`src/rtl/matmul_sched.sv`:
```
// Round-robin scheduler that time-shares one combinational 4x4 8-bit matmul core between two requesters.
// Latency: result valid LATENCY cycles after the accept edge; minimum job period LATENCY+2 cycles.
// Backpressure: req_ready only in IDLE for the selected requester; RESP holds results until rsp_ready of the owner.
//
// Ports:
//   clk, rst                 clock, synchronous active-high reset
//   req_valid/req_ready[1:0] per-requester job handshake; operands req_a0/req_b0, req_a1/req_b1 (8b elements)
//   rsp_valid/rsp_ready[1:0] per-requester result handshake; rsp_data carries 16 x 16b elements
//   core_a/core_b/core_c     registered operands out to the multiplier, its combinational result back
//   busy, grant_id           not IDLE; requester owning the current/last job
module matmul_sched #(
    parameter int LATENCY = 2
) (
    input  logic         clk,
    input  logic         rst,
    input  logic [1:0]   req_valid,
    output logic [1:0]   req_ready,
    input  logic [127:0] req_a0,
    input  logic [127:0] req_b0,
    input  logic [127:0] req_a1,
    input  logic [127:0] req_b1,
    output logic [1:0]   rsp_valid,
    input  logic [1:0]   rsp_ready,
    output logic [255:0] rsp_data,
    output logic [127:0] core_a,
    output logic [127:0] core_b,
    input  logic [255:0] core_c,
    output logic         busy,
    output logic         grant_id
);

    typedef enum logic [1:0] {
        IDLE    = 2'd0,
        COMPUTE = 2'd1,
        RESP    = 2'd2
    } state_t;

    localparam logic [3:0] CNT_INIT = 4'(LATENCY - 1);

    state_t       state_q,     state_d;
    logic         prio_q,      prio_d;
    logic         grant_q,     grant_d;
    logic [3:0]   cnt_q,       cnt_d;
    logic [127:0] core_a_q,    core_a_d;
    logic [127:0] core_b_q,    core_b_d;
    logic [255:0] rsp_data_q,  rsp_data_d;
    logic [1:0]   rsp_valid_q, rsp_valid_d;
    logic         sel;

    always_comb begin
        // A lone requester wins outright; the round-robin pointer only breaks ties.
        sel = prio_q;
        if (req_valid == 2'b01) begin
            sel = 1'b0;
        end else if (req_valid == 2'b10) begin
            sel = 1'b1;
        end

        state_d     = state_q;
        prio_d      = prio_q;
        grant_d     = grant_q;
        cnt_d       = cnt_q;
        core_a_d    = core_a_q;
        core_b_d    = core_b_q;
        rsp_data_d  = rsp_data_q;
        rsp_valid_d = rsp_valid_q;
        req_ready   = 2'b00;

        case (state_q)
            IDLE: begin
                if (req_valid[sel]) begin
                    req_ready[sel] = 1'b1;
                    core_a_d       = sel ? req_a1 : req_a0;
                    core_b_d       = sel ? req_b1 : req_b0;
                    grant_d        = sel;
                    cnt_d          = CNT_INIT;
                    state_d        = COMPUTE;
                end
            end
            COMPUTE: begin
                // cnt counts the remaining settle cycles of the combinational core.
                if (cnt_q == 4'd0) begin
                    rsp_data_d           = core_c;
                    rsp_valid_d[grant_q] = 1'b1;
                    state_d              = RESP;
                end else begin
                    cnt_d = cnt_q - 4'd1;
                end
            end
            RESP: begin
                if (rsp_ready[grant_q]) begin
                    rsp_valid_d = 2'b00;
                    prio_d      = ~grant_q;
                    state_d     = IDLE;
                end
            end
            default: begin
                state_d = IDLE;
            end
        endcase
    end

    always_ff @(posedge clk) begin
        if (rst) begin
            state_q     <= IDLE;
            prio_q      <= 1'b0;
            grant_q     <= 1'b0;
            cnt_q       <= 4'd0;
            core_a_q    <= '0;
            core_b_q    <= '0;
            rsp_data_q  <= '0;
            rsp_valid_q <= 2'b00;
        end else begin
            state_q     <= state_d;
            prio_q      <= prio_d;
            grant_q     <= grant_d;
            cnt_q       <= cnt_d;
            core_a_q    <= core_a_d;
            core_b_q    <= core_b_d;
            rsp_data_q  <= rsp_data_d;
            rsp_valid_q <= rsp_valid_d;
        end
    end

    assign rsp_valid = rsp_valid_q;
    assign rsp_data  = rsp_data_q;
    assign core_a    = core_a_q;
    assign core_b    = core_b_q;
    assign busy      = (state_q != IDLE);
    assign grant_id  = grant_q;

endmodule

```
`config.mk`:
```
export PLATFORM = sky130hd
export DESIGN_NAME = matmul_sched
export DESIGN_NICKNAME = d
export VERILOG_FILES = /design/src/rtl/matmul_sched.sv
export SDC_FILE = /design/constraint.sdc
export NUM_CORES = 1
export LEC_CHECK = 0
export ABC_AREA = 0
export CAP_MARGIN = 20
export CELL_PAD_IN_SITES_DETAIL_PLACEMENT = 1
export CELL_PAD_IN_SITES_GLOBAL_PLACEMENT = 1
export CORE_AREA = 10 10 499 501
export DETAILED_ROUTE_END_ITERATION = 10
export DIE_AREA = 0 0 509 511
export MAX_ROUTING_LAYER = met4
export PLACE_DENSITY_LB_ADDON = 0.1
export REMOVE_ABC_BUFFERS = 1
export SYNTH_ARGS = -nofsm -noshare
export SYNTH_HDL_FRONTEND = slang
export SYNTH_SLANG_ARGS = --single-unit
```
`constraint.sdc`:
```
create_clock -name clk -period 2.85 [get_ports clk]
set_clock_uncertainty 0.1 [all_clocks]
set_input_delay 0.57 -clock clk [delete_from_list [all_inputs] [get_ports clk]]
set_output_delay 0.57 -clock clk [all_outputs]
set_load 0.05 [all_outputs]
```
==> flow_summary.yaml, run 1 <==
clocking:
  clock_latency_ns: 0.72
  clockRootBuffer: "clkbuf_16"
  cts_hold_buf: 0
  cts_tree: "built"
  cts_made_buffers: 85
  htree_levels: 3
  clock_sinks: 522
  clk_path_buf_depth: 3
  clkSlewWorstSetupHoldPaths_ns: 0.06
floorplan:
  core.rowCount: 180
  design.portCount: 1292
  die_h_um: 511
  start_util_pct: 9.033
  core_area_mm2: 0.2392
  fp.dieW_um: 509
  dieArea_mm2: 0.2601
worst_setup_path:
  crit_fanout: 2
  critPathBufInv: 1
  max_stage_delay_ns: 0.97
  worstPathArrival_ns: 2.08
  worstReg2RegEnd: "rsp_data[166]"
  critical-path-top-delay-family: "buffers and inverters"
  crit_path_end_kind: "output pin"
  r2r_start: "cnt_q[0]"
  crit_type: "register to output pin"
  cp_slowest_cell: "clkdlybuf4s50_1"
  critical_path_required_ns: 2.18
  rrSetupSlack_ns: 0.59
  reg2reg_depth: 7
  cp-start-kind: "register"
  path_cells: "clkdlybuf4s50_1"
synth:
  synth_top_flop_cell: "dfxtp_1"
  synthTopCellsByCount: "522 x dfxtp_1, 410 x nand3_1, 410 x o21ai_0, 274 x clkbuf_1, 260 x a21oi_1"
  synthSimpleGateAreaFrac_pct: 14.67
  synth_compound_area_share_pct: 28.68
  synth_most_common_cell: "dfxtp_1"
  synth_top_area_share_pct: 48.37
  synth_top_family_by_area: "compound AO/OA/AOI/OAI gates"
  synth_edf_count: 0
  synth_cell_type_count: 36
  yosysSeqAreaShare_pct: 48.37
  synth.largest_area_cell: "dfxtp_1"
  syn_inst: 2602
  synthArstFlopShare_pct: 0
  synth_seq_cells: 522
  syn-cell-area_mm2: 0.02161
  synth_xor_area_share_pct: 0
  synthMuxAreaShare_pct: 0.04633
  ys.warnings.count: 0
  synthTopCellsByArea: "dfxtp_1 48%, nand3_1 9.5%, o21ai_0 9.5%, a21oi_1 6.0%, clkbuf_1 4.8%"
  syn_avg_cell_area_um2: 8.304
  synthAdderAreaFrac_pct: 0.1158
cells_and_area:
  fillers: 27910
  final_nets: 4511
  instances_no_fill: 7074
  drive_gt1_share_pct: 6.635
  multiInputGateArea_mm2: 0.009467
  syn_to_final_growth_pct: 91.79
  seqCellArea_mm2: 0.01045
detailed_routing:
  drcViolationCount: 0
  viasPerCell: 3.725
  drt-initial-drc-count: 1181
  wl_um: 193500
  drtAntennaViolNets: 0
  drt_first_pass_iters: 5
  wl_per_cell_um: 27.35
  num_vias: 26350
sta:
  fin_setup_tns_ns: 0
  max_freq_mhz: 364.3
  finalHoldViolations: 0
  slew_headroom_pct: 47.61
  holdWs_ns: 0.1694
  setup_viol: 0
  max_slew.worst_pin.slew_ns: 0.7834
  finalCriticalPeriod_ns: 2.745
  rsz0062_at_grt: "no"
  period_share_pct: 96.32
  finalMaxSlewViolations: 0
placement:
  dp.cells: 6833
  gp_congestion: 0.7465
  place_hpwl_um: 144100
  numPortBuffers: 1291
power_and_ir_drop:
  power.density_mw_per_mm2: 742.2
  power.leakage_nw: 13.24
  vdd_ir_drop_max_mv: 0.3799
global_route:
  antenna_found_initial: 118
  grt_max_degree: 108
  grt_pass1_vias: 28590
  grt_pass1_wl_um: 259900
  track_usage_pct: 14.51
  grt_overflow: 0
flow_run:
  maxCapViolations: 0
hold_path:
  min_path_cells: 3
  hp-class: "input port to register"
  hold_end: "core_b[3]"
  hp-start: "req_valid[0]"
outcome:
  status: "complete, no violations"
sequential cells by signal, summed over array words and instances, names as in the netlist:
| signal | flops |
|---|---|
| core_b | 128 |
| state_q | 2 |
| grant_id | 1 |
| core_a | 128 |
| prio_q | 1 |
| rsp_data | 256 |
| rsp_valid | 2 |
| cnt_q | 4 |
report_power, final:
| part | switching (mW) | total, mW | internal (mW) |
|---|---|---|---|
| sequential | 0.529 | 8.72 | 8.19 |
| clock | 4.47 | 10.6 | 6.18 |
| combinational | 7.69 | 11.4 | 3.70 |
| total | 12.7 | 30.8 | 18.1 |
per-stage QoR:
| step | instance area (um^2) | setup WS [ns] | power (mW) | utilization, % |
|---|---|---|---|---|
| 6_report | 41440 | 0.1049 | 30.76 | 17.33 |
| 3_5_place_dp | 38490 | 0.3582 | 20.60 | 16.09 |
| 3_3_place_gp | 38490 | 0.4060 | 20.65 | 16.09 |
| 2_1_floorplan | 20260 | -12.86 | 13.19 | - |
| 5_1_grt | 41440 | 0.01602 | 32.46 | 17.32 |
| 4_1_cts | 41210 | 0.001304 | 31.75 | 17.23 |
metal layers:
metal  vias up  wire, um  track usage [%]
li1      12120         -                -
met1     13030     77380            15.72
met2      1018     91780            23.96
met3       181     20870            7.059
met4         0      3453            3.211
met5         -         0                -
layout make-up:
type	count	share of cell area, %
inverter	108	0.9843
tap	3185	9.617
antenna	91	0.5495
timing repair buffer	1385	34.19
clock inverter	20	0.7156
multi-input combinational	1633	22.84
sequential	522	25.22
clock buffer	130	5.879
repair_timing:
| item | 4_1_cts | 5_1_grt |
|---|---|---|
| buffers inserted | 0 | 0 |
| resized for setup | 20 | 1 |
| setup endpoints to repair | 20 | 1 |
| hold endpoints to repair | 0 | 0 |
| cloned | 0 | 0 |
cell usage in the layout (no fill, tap or decap), drive strengths merged, types with 2 or more instances in the layout:
cell              n
clkdlybuf4s50  1248
dfxtp           522
o21ai           414
nand3           410
a21oi           260
a31oi           156
nand4           154
clkbuf          130
buf             119
inv             110
a211oi          105
a221o           102
diode            91
dlygate4sd2      17
clkinv           13
nor2              4
nor3              3
bufinv            3
nand2b            3
or4               2
or3               2
a22oi             2
ha                2
clkinvlp          2
nor2b             2
and3b             2
worst max path at each step:
stage,startpoint,end,slack (ns),cells after the start
floorplan,cnt_q[0],state_q[1],-12.86,5
global placement,req_valid[1],core_a[24],0.41,5
detailed placement,req_valid[1],core_b[107],0.36,5
CTS,core_b[22],core_b[22],0.001,1
global route,core_b[71],core_b[71],0.02,1
finish,core_a[15],core_a[15],0.10,1
logic make-up after synthesis:
logic type / count (synthesis)
AO/OA/AOI/OAI: 1042
AND/OR/NAND/NOR: 588
flip-flops: 522
buffers and inverters: 447
adder cells (fa/ha/maj): 2
multiplexers: 1
(Power assumes the default switching activity.)
==> run 2, diff against run 1 <==
Settings changed: CELL_PAD_IN_SITES_DETAIL_PLACEMENT 1 to 0, CELL_PAD_IN_SITES_GLOBAL_PLACEMENT 1 to 2, CORE_AREA 10 10 499 501 to 10 10 497 499, DIE_AREA 0 0 509 511 to 0 0 507 509.
Clock period 2.85 ns to 3.4 ns, I/O delays scaled along.
==> run 2 against run 1 <==
Effect of this change: clock-buffer cell count is 4 higher; core utilization barely moved; die area fell by 0.78%; worst hold slack improved by 0.043 ns; register-to-register slack better by 0.41 ns; cell count is 0.52% lower; largest cell class unchanged; highest routed layer unchanged.
==> flow_summary.yaml, run 2 (synthesis results as in run 1) <==
worst_setup_path:
  rrSetupSlack_ns: 1.00
  r2r_start: "state_q[1]"
  crit_path_end_kind: "output pin"
  critical-path-top-delay-family: "buffers and inverters"
  path_cells: "nor2_4, buf_4, buf_4, and3_1, buf_4"
  critical_path_required_ns: 2.62
  cp_slowest_cell: "dfxtp_1"
  crit_fanout: 7
  cp-start-kind: "register"
  crit_type: "register to output pin"
  critPathBufInv: 3
  max_stage_delay_ns: 0.42
  worstReg2RegEnd: "core_b[110]"
  cpMostUsedCell: "buf_4"
  reg2reg_depth: 5
  worstPathArrival_ns: 2.25
detailed_routing:
  drt-initial-drc-count: 1286
  wl_per_cell_um: 28.16
  num_vias: 26280
  drt_first_pass_iters: 5
  wl_um: 198200
  drtAntennaViolNets: 0
  viasPerCell: 3.735
  drcViolationCount: 0
sta:
  finalMaxSlewViolations: 0
  finalHoldViolations: 0
  fin_setup_tns_ns: 0
  slew_headroom_pct: 35.05
  max_slew.worst_pin.slew_ns: 0.9742
  period_share_pct: 89.00
  setup_viol: 0
  rsz0062_at_grt: "no"
  finalCriticalPeriod_ns: 3.026
  max_freq_mhz: 330.5
clocking:
  htree_levels: 3
  cts-resized-gates: 0
  cts_tree: "built"
  clkSlewWorstSetupHoldPaths_ns: 0.06
  cts_made_buffers: 84
  clockRootBuffer: "clkbuf_16"
  clock_latency_ns: 0.70
  clock_sinks: 522
  clk_path_buf_depth: 3
  cts_hold_buf: 0
  cts_setup_buffers: 0
hold_path:
  hp-start: "rst"
  hold_end: "rsp_data[214]"
  min_path_cells: 2
  hp-class: "input port to register"
power_and_ir_drop:
  p_clk_share_pct: 34.1
  switchingPower_mw: 10.59
  power.density_mw_per_mm2: 619.9
  p_int_mw: 14.93
  p_sw_share_pct: 41.50
  vdd_ir_drop_max_mv: 0.3573
  p_seq_share_pct: 28.6
  power.leakage_nw: 12.93
  p_comb_share_pct: 37.3
floorplan:
  core.rowCount: 179
  design.portCount: 1292
  die_h_um: 509
  fp.dieW_um: 507
  core_area_mm2: 0.2370
  dieArea_mm2: 0.2581
  start_util_pct: 9.118
global_route:
  grt_pass1_vias: 27720
  grt_pass1_wl_um: 261600
  grt_overflow: 0
  track_usage_pct: 14.87
  antenna_found_initial: 148
  grt_max_degree: 130
cells_and_area:
  largest_reg_flops: 256
  fillers: 26720
  syn_to_final_growth_pct: 90.51
  drive_gt1_share_pct: 5.280
  layout_common_cells: "1285 x clkdlybuf4s50_1, 522 x dfxtp_1, 410 x nand3_1, 410 x o21ai_0, 260 x a21oi_1"
  final_common_cell: "clkdlybuf4s50_1"
  instances_no_fill: 7037
  final_nets: 4487
  seqCellArea_mm2: 0.01045
  multiInputGateArea_mm2: 0.009467
  utilization_pct: 17.37
placement:
  gp_congestion: 0.7483
  place_hpwl_um: 145500
  numPortBuffers: 1291
  dp.cells: 6792
outcome:
  status: "complete, no violations"
flow_run:
  maxCapViolations: 0
-- run 2: cell types whose count changed in the layout (fill, tap and decap cells not counted), moves of 3 or more --
cell | before | now
clkinv_2 | 8 | 1
diode_2 | 91 | 101
clkbuf_1 | 31 | 34
dlygate4sd2_1 | 17 | 0
clkdlybuf4s50_1 | 1248 | 1285
buf_4 | 67 | 31
buf_12 | 48 | 43
-- run 2: cell type report --
class | instances | share of cell area [%]
clock buffer | 134 | 5.952
inverter | 108 | 0.9909
clock inverter | 10 | 0.4347
sequential | 522 | 25.39
timing repair buffer | 1362 | 34.00
multi-input combinational | 1633 | 23.00
antenna | 101 | 0.6140
tap | 3167 | 9.627
-- run 2: worst max-delay path by stage --
stage	from	end	slack, ns	cells past startpoint
6_report	state_q[1]	req_ready[1]	0.37	5
5_1_grt	state_q[1]	req_ready[1]	0.14	5
4_1_cts	state_q[1]	req_ready[1]	0.17	5
3_5_place_dp	req_valid[1]	core_b[8]	0.55	5
3_3_place_gp	req_valid[1]	core_b[14]	0.58	5
2_1_floorplan	cnt_q[0]	state_q[1]	-12.31	5
-- run 2: through the flow --
step | power (mW) | hold WS, ns | area, um^2 | worst slack (ns)
6_report | 25.52 | 0.2124 | 41160 | 0.3738
5_1_grt | 26.88 | 0.1840 | 41160 | 0.1405
4_1_cts | 26.30 | 0.1575 | 40910 | 0.1746
3_5_place_dp | 17.18 | 0.3658 | 38280 | 0.5546
3_3_place_gp | 17.26 | 0.3629 | 38280 | 0.5788
2_1_floorplan | 11.26 | 0.3600 | 20260 | -12.31
-- run 2: per-layer routing --
| metal | global-route usage, % | vias up | wire [um] |
|---|---|---|---|
| met5 | - | - | 0 |
| met4 | 4.011 | 0 | 4944 |
| met3 | 8.017 | 242 | 21790 |
| met2 | 23.82 | 1150 | 93070 |
| met1 | 15.98 | 12750 | 78380 |
| li1 | - | 12140 | - |
-- run 2: power by group through the flow --
stage	logic (mW)	clock network, mW	registers (mW)
final	9.52	8.70	7.29
after global routing	10.1	9.36	7.39
after CTS	9.78	9.21	7.32
after detailed placement	9.76	0	7.43
after global placement	9.83	0	7.43
after floorplan	1.89	0	9.37
